--- src/rtl/arm_cond_pkg.sv ---
// Shared condition-code encodings and NZCV bit positions for the ARM condition logic.
// Latency: n/a (types and constants only).
// Backpressure: n/a.
package arm_cond_pkg;

  typedef enum logic [3:0] {
    COND_EQ = 4'b0000,
    COND_NE = 4'b0001,
    COND_CS = 4'b0010,
    COND_CC = 4'b0011,
    COND_MI = 4'b0100,
    COND_PL = 4'b0101,
    COND_VS = 4'b0110,
    COND_VC = 4'b0111,
    COND_HI = 4'b1000,
    COND_LS = 4'b1001,
    COND_GE = 4'b1010,
    COND_LT = 4'b1011,
    COND_GT = 4'b1100,
    COND_LE = 4'b1101,
    COND_AL = 4'b1110,
    COND_NV = 4'b1111
  } cond_e;

  localparam int FLAG_N = 3;
  localparam int FLAG_Z = 2;
  localparam int FLAG_C = 1;
  localparam int FLAG_V = 0;

endpackage

--- src/rtl/cond_check.sv ---
// Evaluates a 4-bit ARM condition field against an NZCV flag value.
// Latency: purely combinational, zero cycles.
// Backpressure: none; result is valid whenever inputs are stable.
module cond_check
  import arm_cond_pkg::*;
(
  input  logic [3:0] cond_i,
  input  logic [3:0] flags_i,
  output logic       result_o
);

  logic n, z, c, v;

  assign n = flags_i[FLAG_N];
  assign z = flags_i[FLAG_Z];
  assign c = flags_i[FLAG_C];
  assign v = flags_i[FLAG_V];

  // Decode the condition code; 1111 is treated as always.
  always_comb begin
    result_o = 1'b1;
    case (cond_e'(cond_i))
      COND_EQ: result_o = z;
      COND_NE: result_o = ~z;
      COND_CS: result_o = c;
      COND_CC: result_o = ~c;
      COND_MI: result_o = n;
      COND_PL: result_o = ~n;
      COND_VS: result_o = v;
      COND_VC: result_o = ~v;
      COND_HI: result_o = c & ~z;
      COND_LS: result_o = ~c | z;
      COND_GE: result_o = (n == v);
      COND_LT: result_o = (n != v);
      COND_GT: result_o = ~z & (n == v);
      COND_LE: result_o = z | (n != v);
      COND_AL: result_o = 1'b1;
      COND_NV: result_o = 1'b1;
      default: result_o = 1'b1;
    endcase
  end

endmodule

--- src/rtl/cond_flag_unit.sv ---
// NZCV flag register plus per-instruction condition latch that gates PC/reg/mem write strobes.
// Latency: CondEx updates one edge after CondLatch; gated strobes are combinational from it.
// Backpressure: none. Optional annulled-instruction counter under COND_PERF_CNT_EN.
module cond_flag_unit
  import arm_cond_pkg::*;
#(
  parameter logic [3:0] RESET_FLAGS = 4'b0000
`ifdef COND_PERF_CNT_EN
  , parameter int unsigned CNT_W = 16
`endif
) (
  input  logic       clk,
  input  logic       reset,
  input  logic [3:0] Cond,
  input  logic [3:0] ALUFlags,
  input  logic [1:0] FlagW,
  input  logic       CondLatch,
  input  logic       PCS,
  input  logic       NextPC,
  input  logic       RegW,
  input  logic       MemW,
  output logic       PCWrite,
  output logic       RegWrite,
  output logic       MemWrite,
  output logic       CondEx,
  output logic [3:0] Flags
`ifdef COND_PERF_CNT_EN
  , input  logic             CntClr
  , output logic [CNT_W-1:0] AnnulCnt
`endif
);

  logic [3:0] flags_q, flags_d;
  logic       cond_ex_q, cond_ex_d;
  logic       cond_res;

  // Condition is always judged against the architectural flags, never the live ALU flags.
  cond_check u_cond_check (
    .cond_i   (Cond),
    .flags_i  (flags_q),
    .result_o (cond_res)
  );

  // Next-state: each flag half is written only when requested and the current instruction
  // is executing; the old CondEx gates the write even if a new condition latches this edge.
  always_comb begin
    flags_d   = flags_q;
    cond_ex_d = cond_ex_q;
    if (FlagW[1] && cond_ex_q) begin
      flags_d[FLAG_N] = ALUFlags[FLAG_N];
      flags_d[FLAG_Z] = ALUFlags[FLAG_Z];
    end
    if (FlagW[0] && cond_ex_q) begin
      flags_d[FLAG_C] = ALUFlags[FLAG_C];
      flags_d[FLAG_V] = ALUFlags[FLAG_V];
    end
    if (CondLatch) begin
      cond_ex_d = cond_res;
    end
  end

  // Architectural state registers.
  always_ff @(posedge clk or negedge reset) begin
    if (!reset) begin
      flags_q   <= RESET_FLAGS;
      cond_ex_q <= 1'b0;
    end else begin
      flags_q   <= flags_d;
      cond_ex_q <= cond_ex_d;
    end
  end

  assign PCWrite  = NextPC | (PCS & cond_ex_q);
  assign RegWrite = RegW & cond_ex_q;
  assign MemWrite = MemW & cond_ex_q;
  assign CondEx   = cond_ex_q;
  assign Flags    = flags_q;

`ifdef COND_PERF_CNT_EN
  logic [CNT_W-1:0] cnt_q, cnt_d;

  // Count instructions whose condition failed at latch time; saturate, clear has priority.
  always_comb begin
    cnt_d = cnt_q;
    if (CntClr) begin
      cnt_d = '0;
    end else if (CondLatch && !cond_res && (cnt_q != {CNT_W{1'b1}})) begin
      cnt_d = cnt_q + 1'b1;
    end
  end

  // Annulled-instruction counter register.
  always_ff @(posedge clk or negedge reset) begin
    if (!reset) begin
      cnt_q <= '0;
    end else begin
      cnt_q <= cnt_d;
    end
  end

  assign AnnulCnt = cnt_q;
`endif

endmodule

--- config.mk ---
export PLATFORM = sky130hd
export DESIGN_NAME = cond_flag_unit
export DESIGN_NICKNAME = d
export VERILOG_FILES = /design/src/rtl/arm_cond_pkg.sv /design/src/rtl/cond_check.sv /design/src/rtl/cond_flag_unit.sv
export SDC_FILE = /design/constraint.sdc
export NUM_CORES = 1
export LEC_CHECK = 0
export CAP_MARGIN = 20
export CORE_AREA = 2 2 39 41
export CTS_CLUSTER_SIZE = 8
export DETAILED_ROUTE_END_ITERATION = 12
export DIE_AREA = 0 0 41 43
export MAX_ROUTING_LAYER = met4
export PLACE_DENSITY = 0.68
export REMOVE_ABC_BUFFERS = 1
export SETUP_SLACK_MARGIN = 0.5
export SYNTH_ARGS = -nofsm -noshare
export SYNTH_HDL_FRONTEND = slang
export SYNTH_SLANG_ARGS = --single-unit
export TNS_END_PERCENT = 10
--- constraint.sdc ---
create_clock -name clk -period 3.6 [get_ports clk]
set_input_delay 0.36 -clock clk [delete_from_list [all_inputs] [get_ports clk]]
set_output_delay 0.36 -clock clk [all_outputs]
set_load 0.005 [all_outputs]
==> results.ini <==
[global_routing]
grt_util_all_layers_pct=15.5
grt_pass1_wl_mm=1.82
grt_pass1_vias=417
antenna_found_initial=0
grt_overflow=0
grt_max_degree=14

[routing]
drc=0
drtIter0Drc=4
wl_per_cell_um=12.3
routed_wl_mm=1.06
firstDrtPassIters=2
viasPerCell=5.29
antenna_left=0
vias=455

[power_and_ir_drop]
p_per_area_mw_per_mm2=418
power.total_mw=0.290
power.switching_mw=0.0899
vdd_drop_max_mv=0.268
power.share.clock_pct=21.9
power.share.switching_pct=31.0
p_seq_share_pct=35.1
p_leak_nw=0.271
internal_power_mw=0.200
comb_power_share_pct=43.0

[clock_tree]
cts_setup_buffers=0
clockBufferDepth=2
cts_tree=done
cts_resized=0
clkTransAtPathRegs_ps=40
cts.hold.buffers_added=0
htree_levels=1
numCtsBuffers=3
clock-sinks=5
cts_root_buffer=clkbuf_4
clk_latency_ps=240

[floorplan]
fp.dieW_um=41
start_util_pct=30.4
die_area_mm2=0.00176
io_pins=25
core_area_mm2=0.00138
die_y_um=43
rows=14

[critical_path]
path_cells=clkdlybuf4s50_1, inv_1, or4_1, a31o_1, a31oi_1
required_ps=3750
crit_family=buffers and inverters
cp-start-kind=primary input
end_kind=flop
cp.arrival_ps=2050
slowest_stage=clkdlybuf4s50_1
slowest_delay_ps=670
crit_type=primary input to flop
crit_fanout=11
worst-path-buf-inv=2

[synthesis]
yosysUniqueCellTypes=29
ys_warn_count=0
syn_inst=44
ys_seq_elements=5
postSynthAreaPerCell_um2=9.55
synth_area_um2=420
ys_seq_area_share_pct=29.8

[sta]
tns_ps=0
worst_pin_slew_ps=394
finClkSkew_ps=0.724
setup_viol=0
rsz0062_at_grt=false
finalHoldViolCount=0
slew_headroom_pct=73.7
maxSlewViolCount=0
setup_slack_ps=1700
min_period_ps=1900
fin_crit_sh_pct=52.7
max_freq_mhz=527

[cells_and_area]
fin_nets=88
fill_cells=145
stdcell_area_um2=694
drive_gt1_share_pct=12.9
syn2layout_area_growth_pct=65.2
diodes=0

[placement]
io_buffers=24
routabilityCongestion=0.720
dp_slack_ps=1470
placed_area_um2=668
place_hpwl_um=803

[run]
maxCapViolations=0

[worst_hold_path]
min_path_type=primary input to async pin

[outcome]
status=finished, final reports clean

==> final cells by class <==
| class | count | area [µm²] | area share [%] |
|---|---|---|---|
| repair buffers | 24 | 240 | 34.6 |
| inverters | 2 | 7.51 | 1.08 |
| clock buffers | 4 | 26.3 | 3.78 |
| flip-flops and latches | 5 | 125 | 18.0 |
| well taps | 16 | 20.0 | 2.88 |
| multi-input cells | 35 | 275 | 39.6 |
==> final timing paths <==
check	startpoint	to	depth (start not counted)	slack (ps)
max	Cond[3]	CondEx	5	1700
min	reset	Flags[0]	1	340
max reg2reg	Flags[2]	CondEx	4	2070
min reg2reg	Flags[2]	Flags[2]	1	640
max in group asynchronous	reset	Flags[2]	1	3060
min in group clk	Flags[2]	Flags[2]	1	640
==> metrics by stage <==
stage | hold slack (ps) | utilization (%) | std cells
floorplan | 64.4 | - | 42
global placement | 598 | 48.3 | 82
detailed placement | 601 | 48.3 | 82
CTS | 347 | 50.2 | 86
global route | 350 | 50.2 | 86
finish | 345 | 50.2 | 86
==> cells in the final DEF (no fill, tap or decap) <==
master	netlist	routed
clkdlybuf4s50_1	0	24
mux2_2	4	4
and4bb_1	1	1
a21o_1	1	1
and4bb_2	1	1
o2111a_1	1	1
inv_1	2	2
o2111ai_1	2	2
o21ai_0	2	2
o21bai_1	1	1
a22oi_1	1	1
o311ai_1	1	1
and2_1	2	2
nor3b_1	1	1
a2111o_1	1	1
and3_2	1	1
nor3_1	1	1
a31o_1	1	1
nand2_1	2	2
nor2_1	1	1
nor2b_1	2	2
dfrtp_1	5	5
mux2i_1	1	1
a31oi_1	3	3
xnor2_1	1	1
or4_1	1	1
clkbuf_1	0	1
nand3_1	1	1
clkbuf_4	0	3
and3b_1	1	1
==> registers in the layout, indices dropped and copies added, names as in the netlist <==
register  flops
CondEx        1
Flags         4
==> synthesized netlist by cell type <==
master | count | area, µm²
dfrtp_1 | 5 | 125
mux2_2 | 4 | 45.0
a31oi_1 | 3 | 18.8
and2_1 | 2 | 12.5
inv_1 | 2 | 7.51
nand2_1 | 2 | 7.51
nor2b_1 | 2 | 12.5
o2111ai_1 | 2 | 17.5
o21ai_0 | 2 | 10.0
a2111o_1 | 1 | 11.3
a21o_1 | 1 | 7.51
a22oi_1 | 1 | 7.51
a31o_1 | 1 | 8.76
and3_2 | 1 | 7.51
and3b_1 | 1 | 8.76
and4bb_1 | 1 | 12.5
and4bb_2 | 1 | 12.5
buf_2 | 1 | 5.00
buf_4 | 1 | 7.51
mux2i_1 | 1 | 10.0
nand3_1 | 1 | 5.00
nor2_1 | 1 | 3.75
nor3_1 | 1 | 5.00
nor3b_1 | 1 | 7.51
o2111a_1 | 1 | 11.3
o21bai_1 | 1 | 7.51
o311ai_1 | 1 | 8.76
or4_1 | 1 | 7.51
xnor2_1 | 1 | 8.76
==> power by group through the flow <==
stage	logic, mW	clock network, mW	registers (mW)
4_1_cts	0.126	0.0669	0.101
5_1_grt	0.137	0.0754	0.108
2_1_floorplan	0.0556	0	0.0954
6_report	0.125	0.0637	0.102
3_5_place_dp	0.125	0	0.102
3_3_place_gp	0.126	0	0.101
==> logic make-up (layout without fill, tap and decap cells) <==
kind of cell / count (synthesis) / in the layout / share of synthesized area [%]
AO/OA/AOI/OAI: 14 / 14 / 25.9
XOR/XNOR: 1 / 1 / 2.08
buffers and inverters: 4 / 30 / 4.76
flip-flops: 5 / 5 / 29.8
multiplexers: 5 / 5 / 13.1
AND/OR/NAND/NOR: 15 / 15 / 24.4
==> routing by layer <==
layer	vias to the layer above	routed length (µm)	global-route usage (%)
li1	230	-	-
met1	209	525	21.7
met2	14	461	20.6
met3	2	54	3.14
met4	0	14	8.00
met5	-	0	-
No activity file was read; power rests on OpenSTA's default activity.
